**src/rtl/noc_vc_output_switch_pkg.sv**
```systemverilog
// Shared constants and types for the virtual-channel output switch.
// Flit layout is {tail, header, data}; field offsets are quoted for the default data width.
package noc_vc_output_switch_pkg;

    localparam int Noc_VC_Channel    = 2;
    localparam int Noc_VC_Fifo_Depth = 8;
    localparam int NOC_DATA_WIDTH    = 128;
    localparam int HDR_BIT           = NOC_DATA_WIDTH;
    localparam int TAIL_BIT          = NOC_DATA_WIDTH + 1;

    localparam int NOC_VC_ID_W = 4;
    localparam int NOC_OWNER_W = 8;

    typedef logic [NOC_VC_ID_W-1:0] noc_vc_id_t;

    typedef struct packed {
        logic                   locked;
        logic [NOC_OWNER_W-1:0] owner;
    } vc_lock_t;

endpackage

```
**src/rtl/noc_vc_output_switch_arbiter.sv**
```systemverilog
// Round-robin arbiter: the lowest requester at or above ptr wins, otherwise the lowest overall.
// Used for per-VC input arbitration and for the output VC scheduler.
module noc_rr_arbiter #(
    parameter int N  = 4,
    parameter int PW = (N > 1) ? $clog2(N) : 1
) (
    input  logic [N-1:0]  req,
    input  logic [PW-1:0] ptr,
    output logic [N-1:0]  gnt,
    output logic [PW-1:0] gnt_idx
);

    always_comb begin
        gnt_idx = '0;
        // Later assignments override earlier ones, so the second pass has priority.
        for (int j = N - 1; j >= 0; j--) begin
            if (req[j]) gnt_idx = PW'(j);
        end
        for (int j = N - 1; j >= 0; j--) begin
            if (req[j] && j >= int'(ptr)) gnt_idx = PW'(j);
        end
        gnt = (|req) ? (N'(1) << gnt_idx) : '0;
    end

endmodule

```
**src/rtl/noc_vc_output_switch.sv**
```systemverilog
// NoC router output stage: NUM_INPUTS inputs merged onto one link with CHANNELS virtual channels,
// each VC with its own wormhole lock, round-robin input arbiter and FIFO; an RR scheduler drains the VCs.
module noc_vc_output_switch
    import noc_vc_output_switch_pkg::*;
#(
    parameter int NUM_INPUTS = 5,
    parameter int CHANNELS   = Noc_VC_Channel,
    parameter int DATA_WIDTH = 128,
    parameter int FLIT_WIDTH = DATA_WIDTH + 2,
    parameter int FIFO_DEPTH = Noc_VC_Fifo_Depth,
    parameter int THRESHOLD  = FIFO_DEPTH - 2,
    parameter int VC_W       = (CHANNELS > 1) ? $clog2(CHANNELS) : 1
) (
    input  logic                             noc_clk,
    input  logic                             noc_rst_n,
    input  logic                             i_clear,
    input  logic [NUM_INPUTS-1:0]            i_valid,
    input  logic [NUM_INPUTS*VC_W-1:0]       i_vc,
    input  logic [NUM_INPUTS*FLIT_WIDTH-1:0] i_flit,
    output logic [NUM_INPUTS-1:0]            o_ready,
    output logic                             o_valid,
    output logic [VC_W-1:0]                  o_vc,
    output logic [FLIT_WIDTH-1:0]            o_flit,
    input  logic [CHANNELS-1:0]              i_vc_ready,
    output logic [CHANNELS-1:0]              o_vc_almost_full,
    output logic                             o_free
);

    localparam int IN_W     = (NUM_INPUTS > 1) ? $clog2(NUM_INPUTS) : 1;
    localparam int CNT_W    = $clog2(FIFO_DEPTH + 1);
    localparam int PTR_W    = $clog2(FIFO_DEPTH);
    localparam int HDR_POS  = HDR_BIT - NOC_DATA_WIDTH + DATA_WIDTH;
    localparam int TAIL_POS = TAIL_BIT - NOC_DATA_WIDTH + DATA_WIDTH;

    logic srst;
    assign srst = !noc_rst_n || i_clear;

    logic [FLIT_WIDTH-1:0] in_flit [NUM_INPUTS];
    noc_vc_id_t            in_vc   [NUM_INPUTS];

    logic [NUM_INPUTS-1:0] ready_by_vc [CHANNELS];
    logic [FLIT_WIDTH-1:0] head_flit   [CHANNELS];
    logic [CHANNELS-1:0]   out_req;
    logic [CHANNELS-1:0]   out_gnt;
    logic [VC_W-1:0]       out_idx;
    logic [VC_W-1:0]       vptr_reg;

    genvar gi;
    generate
        for (gi = 0; gi < NUM_INPUTS; gi++) begin : g_in
            assign in_flit[gi] = i_flit[gi*FLIT_WIDTH +: FLIT_WIDTH];
            assign in_vc[gi]   = noc_vc_id_t'(i_vc[gi*VC_W +: VC_W]);
        end

        for (gi = 0; gi < CHANNELS; gi++) begin : g_vc
            vc_lock_t              lock_reg;
            logic [IN_W-1:0]       in_ptr_reg;
            logic [CNT_W-1:0]      count_reg;
            logic [PTR_W-1:0]      wr_ptr_reg;
            logic [PTR_W-1:0]      rd_ptr_reg;
            logic [FLIT_WIDTH-1:0] mem [FIFO_DEPTH];

            logic [NUM_INPUTS-1:0] in_req;
            logic [NUM_INPUTS-1:0] in_gnt;
            logic [IN_W-1:0]       gnt_idx;
            logic                  wr_en;
            logic                  rd_en;
            logic [FLIT_WIDTH-1:0] wr_flit;

            // A locked VC only listens to its owner; a free VC only to headers.
            always_comb begin
                in_req = '0;
                for (int i = 0; i < NUM_INPUTS; i++) begin
                    if (i_valid[i] && in_vc[i] == noc_vc_id_t'(gi)) begin
                        if (lock_reg.locked) in_req[i] = (lock_reg.owner == NOC_OWNER_W'(i));
                        else                 in_req[i] = in_flit[i][HDR_POS];
                    end
                end
            end

            noc_rr_arbiter #(.N(NUM_INPUTS), .PW(IN_W)) u_in_arb (
                .req     (in_req),
                .ptr     (in_ptr_reg),
                .gnt     (in_gnt),
                .gnt_idx (gnt_idx)
            );

            assign wr_en   = (|in_gnt) && (count_reg < CNT_W'(FIFO_DEPTH));
            assign rd_en   = out_gnt[gi];
            assign wr_flit = in_flit[gnt_idx];

            assign ready_by_vc[gi]      = wr_en ? in_gnt : '0;
            assign head_flit[gi]        = mem[rd_ptr_reg];
            assign out_req[gi]          = (count_reg != '0) && i_vc_ready[gi];
            assign o_vc_almost_full[gi] = (count_reg >= CNT_W'(THRESHOLD));

            always_ff @(posedge noc_clk) begin
                if (srst) begin
                    lock_reg   <= '0;
                    in_ptr_reg <= '0;
                    count_reg  <= '0;
                    wr_ptr_reg <= '0;
                    rd_ptr_reg <= '0;
                end else begin
                    if (wr_en) begin
                        wr_ptr_reg <= wr_ptr_reg + 1'b1;
                        in_ptr_reg <= (gnt_idx == IN_W'(NUM_INPUTS - 1)) ? '0 : gnt_idx + 1'b1;
                        // A single-flit packet (header+tail) never takes the lock.
                        if (!lock_reg.locked && wr_flit[HDR_POS] && !wr_flit[TAIL_POS]) begin
                            lock_reg.locked <= 1'b1;
                            lock_reg.owner  <= NOC_OWNER_W'(gnt_idx);
                        end else if (lock_reg.locked && wr_flit[TAIL_POS]) begin
                            lock_reg.locked <= 1'b0;
                        end
                    end
                    if (rd_en) rd_ptr_reg <= rd_ptr_reg + 1'b1;
                    if (wr_en && !rd_en)      count_reg <= count_reg + 1'b1;
                    else if (!wr_en && rd_en) count_reg <= count_reg - 1'b1;
                end
            end

            always_ff @(posedge noc_clk) begin
                if (wr_en) mem[wr_ptr_reg] <= wr_flit;
            end
        end
    endgenerate

    always_comb begin
        o_ready = '0;
        for (int v = 0; v < CHANNELS; v++) o_ready = o_ready | ready_by_vc[v];
    end

    assign o_free = |(i_valid & o_ready);

    noc_rr_arbiter #(.N(CHANNELS), .PW(VC_W)) u_vc_sched (
        .req     (out_req),
        .ptr     (vptr_reg),
        .gnt     (out_gnt),
        .gnt_idx (out_idx)
    );

    assign o_valid = |out_req;
    assign o_vc    = out_idx;
    assign o_flit  = head_flit[out_idx];

    always_ff @(posedge noc_clk) begin
        if (srst)         vptr_reg <= '0;
        else if (o_valid) vptr_reg <= (out_idx == VC_W'(CHANNELS - 1)) ? '0 : out_idx + 1'b1;
    end

endmodule

```
**config.mk**
```make
export PLATFORM = sky130hd
export DESIGN_NAME = noc_vc_output_switch
export DESIGN_NICKNAME = d
export VERILOG_FILES = /design/src/rtl/noc_vc_output_switch_pkg.sv /design/src/rtl/noc_vc_output_switch_arbiter.sv /design/src/rtl/noc_vc_output_switch.sv
export SDC_FILE = /design/constraint.sdc
export NUM_CORES = 2
export LEC_CHECK = 0
export ABC_AREA = 1
export CORE_MARGIN = 2
export CORE_UTILIZATION = 50
export CTS_CLUSTER_SIZE = 8
export DETAILED_ROUTE_END_ITERATION = 6
export PLACE_DENSITY = 0.8
export SLEW_MARGIN = 20
export SYNTH_ARGS = -nofsm -noshare
export SYNTH_HDL_FRONTEND = slang
export SYNTH_SLANG_ARGS = --single-unit
```
**constraint.sdc**
```tcl
create_clock -name noc_clk -period 13.8 [get_ports noc_clk]
set_input_delay 2.76 -clock noc_clk [delete_from_list [all_inputs] [get_ports noc_clk]]
set_output_delay 2.76 -clock noc_clk [all_outputs]
set_load 0.02 [all_outputs]
```
; ---- Word level (Yosys, flattened, before mapping)
; Memories as Yosys holds them, arrays and structs flattened. A register that Yosys moved wholly into a read port is not among the register bits.
; Cells that the tools add are included.
[totals]
out_inout_bits = 140
mem_count = 2
wordCells = 205
ram_bits = 2080
input_bits = 665
regBits = 35
[classes]
bitwise = 5
mux = 75
n_reduce_logical = 68
order_cmp = 18
n_shift = 3
addsub = 11
eq_ne = 10
[memory_table]
columns = memory, words, width, rd, rd_clocked_by_memory_dff, wr, line
row1 = g_vc[0].mem, 8, 130, 1, 1, 1, noc_vc_output_switch.sv:61  ; logic [FLIT_WIDTH-1:0] mem [FIFO_DEPTH];
row2 = g_vc[1].mem, 8, 130, 1, 1, 1, noc_vc_output_switch.sv:61
[op_table]
columns = op, n
row1 = $mux W130, 7
row2 = $bmux W130 S3, 2
row3 = $mux W3, 26
row4 = $logic_and A1 B1 Y1, 35
row5 = $mux W1, 31
row6 = $reduce_or A5 Y1, 5
row7 = $logic_not A4 Y1, 5
row8 = $mux W5, 4
row9 = $add A3 B1 Y3 const B, 6
row10 = $logic_not A8 Y1, 2
row11 = $mux W4, 4
row12 = $eq A3 B2 Y1 const B, 4
row13 = $eq A3 B3 Y1 const B, 4
row14 = $ge A1 B3 Y1 const A, 4
row15 = $ge A2 B3 Y1 const A, 4
row16 = $shl A1 B3 Y5 const A, 2
row17 = $logic_not A1 Y1, 9
row18 = $add A4 B1 Y4 const B, 2
row19 = $ge A4 B3 Y1 const B, 2
row20 = $ge A4 B4 Y1 const B, 2
row21 = $lt A4 B4 Y1 const B, 2
row22 = $not A3 Y4, 2
row23 = $reduce_and A2 Y1, 4
row24 = $reduce_bool A2 Y1, 4
row25 = other kinds (14), 18

; ---- Longest topological paths before layout
[logic_depth]
ltp_word = 21
ltp_mapped = 33
depth_no_buf = 30

; ---- Cells and area by module
; From an unflattened synthesis, not the netlist that was laid out.
[unflattened]
cells_unflattened = 8796
hier_area_um2 = 94916.0
[by_module_without_submodules]
columns = mod, seq_area_each_um2, cells_per_inst, instances, area_per_inst_um2
row1 = noc_vc_output_switch, 63280.7, 8692, 1, 94456.8
row2 = noc_rr_arbiter (g_vc[0].u_in_arb ...), 0.0, 49, 2, 217.7
row3 = noc_rr_arbiter (u_vc_sched), 0.0, 6, 1, 23.8

; ---- Least setup slack after synthesis
; Ideal clock, no wire load.
[synth_timing]
kind = input to register
from = input port i_valid[3]
to = memory g_vc[1].mem[0][0] (netlist bit), enable pin
slack_ns = 3.099
n_path_buf = 2
setup_time_ns = 0.621
stages = 17
required_ns = 13.179
arrival_time_ns = 10.080
path_cell_list = nand2_1 -> nor2_1 -> nand2_1 -> nand2_1 -> a31oi_1 -> nor2_4 -> buf_4 -> clkbuf_1 -> ha_1 -> inv_1 -> nor2_1 -> nand2_1 -> nand4_1 -> nand2_2 -> inv_2 -> nand2_1 -> nor2_1
[synth_between]
elab_chain_len = 17
word_cells_on_any_way = 19
cone_classes = shift: 1 / mux: 13 / reduce/logical: 5
[synth_rtl]
columns = element, line
row1 = from (decl), noc_vc_output_switch.sv:17  ; input logic [NUM_INPUTS-1:0] i_valid,
row2 = $logic_and A1 B1 Y1 *, noc_vc_output_switch.sv:74  ; if (i_valid[i] && in_vc[i] == noc_vc_id_t'(gi)) begin
row3 = $mux W1 *, noc_vc_output_switch.sv:74
row4 = $mux W3 (4 in series), noc_vc_output_switch_arbiter.sv:17  ; if (req[j]) gnt_idx = PW'(j);
row5 = $mux W3, noc_vc_output_switch_arbiter.sv:20  ; if (req[j] && j >= int'(ptr)) gnt_idx = PW'(j);
row6 = $mux W3 * (4 in series), noc_vc_output_switch_arbiter.sv:20
row7 = via g_vc[1].gnt_idx[1], noc_vc_output_switch.sv:65  ; logic [IN_W-1:0] gnt_idx;
row8 = $shl A1 B3 Y5 *, noc_vc_output_switch_arbiter.sv:22  ; gnt = (|req) ? (N'(1) << gnt_idx) : '0;
row9 = $mux W5 *, noc_vc_output_switch_arbiter.sv:22
row10 = $reduce_or A5 Y1 *, noc_vc_output_switch.sv:88  ; assign wr_en = (|in_gnt) && (count_reg < CNT_W'(FIFO_DEPTH));
row11 = $logic_and A1 B1 Y1 *, noc_vc_output_switch.sv:88
row12 = via g_vc[1].wr_en, noc_vc_output_switch.sv:66  ; logic wr_en;
row13 = $mux W1 *, noc_vc_output_switch.sv:123  ; if (wr_en) mem[wr_ptr_reg] <= wr_flit;
row14 = $mux W1 (not written as such) *, noc_vc_output_switch.sv:123
row15 = to (decl), noc_vc_output_switch.sv:61
; The timed path passes the listed nets; every way through them passes the cells marked *.

; ---- Worst setup path after layout
[layout_timing]
from = input port i_flit[128]
to = output port o_free
[layout_between]
elab_chain_len = 16
word_cells_on_any_way = 33
cone_classes = shift: 2 / mux: 20 / bitwise: 2 / reduce/logical: 9
[layout_rtl]
columns = element, line
row1 = from (decl), noc_vc_output_switch.sv:19  ; input logic [NUM_INPUTS*FLIT_WIDTH-1:0] i_flit,
row2 = $mux W1 *, noc_vc_output_switch.sv:75  ; if (lock_reg.locked) in_req[i] = (lock_reg.owner == NOC_OWNER_W'(i));
row3 = $mux W1 *, noc_vc_output_switch.sv:74
row4 = $mux W3, noc_vc_output_switch_arbiter.sv:17
row5 = $mux W3 (5 in series), noc_vc_output_switch_arbiter.sv:20
row6 = $shl A1 B3 Y5, noc_vc_output_switch_arbiter.sv:22
row7 = $mux W5 *, noc_vc_output_switch_arbiter.sv:22
row8 = $reduce_or A5 Y1 *, noc_vc_output_switch.sv:88
row9 = $logic_and A1 B1 Y1 *, noc_vc_output_switch.sv:88
row10 = via g_vc[0].wr_en, noc_vc_output_switch.sv:66
row11 = $mux W5 *, noc_vc_output_switch.sv:92  ; assign ready_by_vc[gi] = wr_en ? in_gnt : '0;
row12 = $or A5 B5 Y5 *, noc_vc_output_switch.sv:130  ; for (int v = 0; v < CHANNELS; v++) o_ready = o_ready | ready_by_vc[v];
row13 = $and A5 B5 Y5 *, noc_vc_output_switch.sv:133  ; assign o_free = |(i_valid & o_ready);
row14 = $reduce_or A5 Y1 *, noc_vc_output_switch.sv:133
row15 = to (decl), noc_vc_output_switch.sv:26  ; output logic o_free
; Marked as above.

==> metrics <==
critical path's top delay family buffers and inverters; GRT Residual Overflow 0; Worst-Margin Slew 1.390 ns; Seq cells post-synth 2,121; Final Setup Violations 0; Die Width 439.9 um; top post-synthesis cells by count edfxtp_1 (2,080), nor2_1 (1,111), o21ai_0 (905), nand2_1 (902), inv_1 (584); clock root buffer clkbuf_16; final worst path period need 10.20 ns; vias in the first global route 70,090; Final HPWL DP 172,100 um; critical path fanouts, max 57; CTS clk-pin slew, worst paths 0.05 ns; Synth Instances 8,377; Setup TNS 0 ns; I/O Buffers 804; CP Data Required Time 11.04 ns; CP Launch Type input pin; worst setup path class input pin to primary output; starting density of the core 50.47%; Yosys Warn Count 0; Rows 159; DRC viols 0; hold violation count in the final report 0; post-synth top area cell edfxtp_1; Max VDD drop 0.1959 mV; fraction of power consumed by sequential logic 38.7%; nets@finish 9,654; Max stage delay cell, worst path o21ai_1; most numerous cell in the Yosys netlist edfxtp_1; initial antenna violation count 14; worst rel slew slack 7.335%; Setup Fix Bufs, Post-CTS 0; area delta synth->final 18.74%; Clock Power Share 29.9%; DRT Pass-1 Iters 7; largest cells by area after synthesis edfxtp_1 (66%), o21ai_0 (4.8%), nor2_1 (4.4%); Crit path depth 18; max incr delay on CP 0.71 ns; number of H-tree levels 5; clk sinks 2,121; Antenna Nets Post-Route 0; Largest register FFs 2,080; Min-Delay Path Class register to register; Resize count post-CTS 0; period utilization 73.92%; crit path capture type primary output; first-pass GRT wire length 425,600 um; drt via density 6.245; internal power 14.72 mW; crit path DAT 7.44 ns; core area 0.1882 mm^2; Fmax 98.04 MHz; r2r setup slk 7.47 ns; Seq/Total Area, Yosys 66.62%; P_sw 7.265 mW; wirelength, routed 291,700 um; Layout Cells excl Fill 11,510; WL/cell 25.35 um; die area 0.1935 mm^2; Async SR Flop Fraction 0%; Filler cells 14,180; Synth top area share 65.76%; largest net degree at the start of global routing 232; height of the die 439.9 um; P_leak 38.98 nW; crit path from i_flit[128]; P per Cell Area 194.9 mW/mm^2; Crit path buffers/inverters 7; Syn Std Cell Area 0.09498 mm^2; Sw Share 33.04%; gpl congestion 0.9117; setup skew after layout 0.04902 ns; Reg2Reg Depth 22; run status finished clean; worst hold path startpoint g_vc[1].rd_ptr_reg[2]; hold-critical path depth 1; via count 71,870; # hold bufs at CTS 0; share of layout cells above drive strength 1 6.867%; max-slew violation count 0; Ports 805; crit-path cells clkdlybuf4s50_1, inv_1, a21oi_1, nand3_1, nand2_1, nor2_4, buf_4, buf_4, ha_1, inv_1, nor2_1, nand2_1, nand2_1, o21ai_1, inv_2, a22oi_2, nand3_1, clkdlybuf4s50_1; worst-skew pair later-pin latency 0.89 ns; Post-synth EDFFs 2,080; unrepaired setup endpoints after global routing no; Netlist cell types 46; DR iter-0 viols 8,661; CTS Buf Count 315; placed insts 11,150; reg2reg start g_vc[0].lock_reg[8]; Comb power frac 31.4%; Top FF cell, synth edfxtp_1; Crit path top cell by count nand2_1; Max-Cap Viols 0; Syn Area/Cell 11.34 um^2; GRT Total Usage 29.22%; Mapped Nets 9,062; clk buf depth 4; FF-to-FF End g_vc[0].mem[4][79]; CTS tree built
[cell usage in the layout (no fill, tap or decap), types with 44 or more instances in the layout]
| master | n |
|---|---|
| a21oi_1 | 419 |
| a31o_2 | 130 |
| buf_4 | 91 |
| clkbuf_16 | 319 |
| clkdlybuf4s50_1 | 804 |
| edfxtp_1 | 2080 |
| inv_1 | 582 |
| mux2i_1 | 262 |
| nand2_1 | 901 |
| nand3_1 | 44 |
| nor2_1 | 1095 |
| o211ai_1 | 260 |
| o21ai_0 | 891 |
| o21ai_1 | 420 |
| o22ai_1 | 258 |
| o32ai_1 | 260 |
[cell families (layout without fill, tap and decap cells)]
kind of cell               after synthesis  in the layout  share of synthesized area, %
AOI/OAI and AO/OA                     2650           2650                         16.57
xor gates and xnor gates                 4              4                       0.03688
adders and majority gates               20             20                        0.2793
buffers and inverters                 1230           1852                         5.306
DFF                                   2121           2121                         66.62
muxes                                  262            262                         2.761
other                                    0             15                             0
and+or+nand+nor                       2090           2090                         8.427
[routing by layer]
layer / GRT usage, % / routed length [um] / vias up / share of wire, %
li1: - / - / 31620 / -
met1: 35.20 / 102700 / 34970 / 35
met2: 49.18 / 143900 / 4443 / 49
met3: 5.046 / 26940 / 844 / 9.2
met4: 17.67 / 18180 / 0 / 6.2
met5: 0 / 0 / - / 0
[through the flow]
stage | setup slack, ns | area [um^2] | utilization, % | hold WS [ns] | total power [mW]
final | 3.600 | 112800 | 59.93 | 0.4490 | 21.99
after CTS | 3.656 | 112700 | 59.88 | 0.4515 | 21.95
after global routing | 3.275 | 112800 | 59.92 | 0.4765 | 22.75
after floorplan | 3.099 | 94980 | - | 0.4122 | 12.71
after global placement | 3.597 | 104500 | 55.55 | 0.4174 | 15.18
after detailed placement | 3.658 | 104500 | 55.55 | 0.4445 | 15.38
[cell type report]
| cell class | instances | area, um^2 | share of cell area, % |
|---|---|---|---|
| clock inverter | 11 | 101.3 | 0.08986 |
| inverter | 592 | 2257 | 2.001 |
| sequential | 2121 | 63300 | 56.13 |
| antenna | 15 | 37.54 | 0.03328 |
| tap | 2495 | 3122 | 2.768 |
| multi-input combinational | 5026 | 26840 | 23.80 |
| timing repair buffer | 913 | 9072 | 8.044 |
| clock buffer | 336 | 8046 | 7.135 |
[how the worst max path moves through the flow]
stage,endpoint,slack (ns)
2_1_floorplan,g_vc[1].mem[0][0],3.10
3_3_place_gp,o_free,3.60
3_5_place_dp,o_free,3.66
4_1_cts,o_free,3.66
5_1_grt,o_free,3.28
6_report,o_free,3.60
[power by group through the flow]
stage	Clock [mW]	Combinational (mW)	Sequential, mW
final	6.57	6.91	8.51
after global routing	6.88	7.32	8.54
after CTS	6.62	6.83	8.50
after detailed placement	0	6.76	8.62
after global placement	0	6.59	8.58
after floorplan	0	4.10	8.61
No activity file was read; power rests on OpenSTA's default activity.
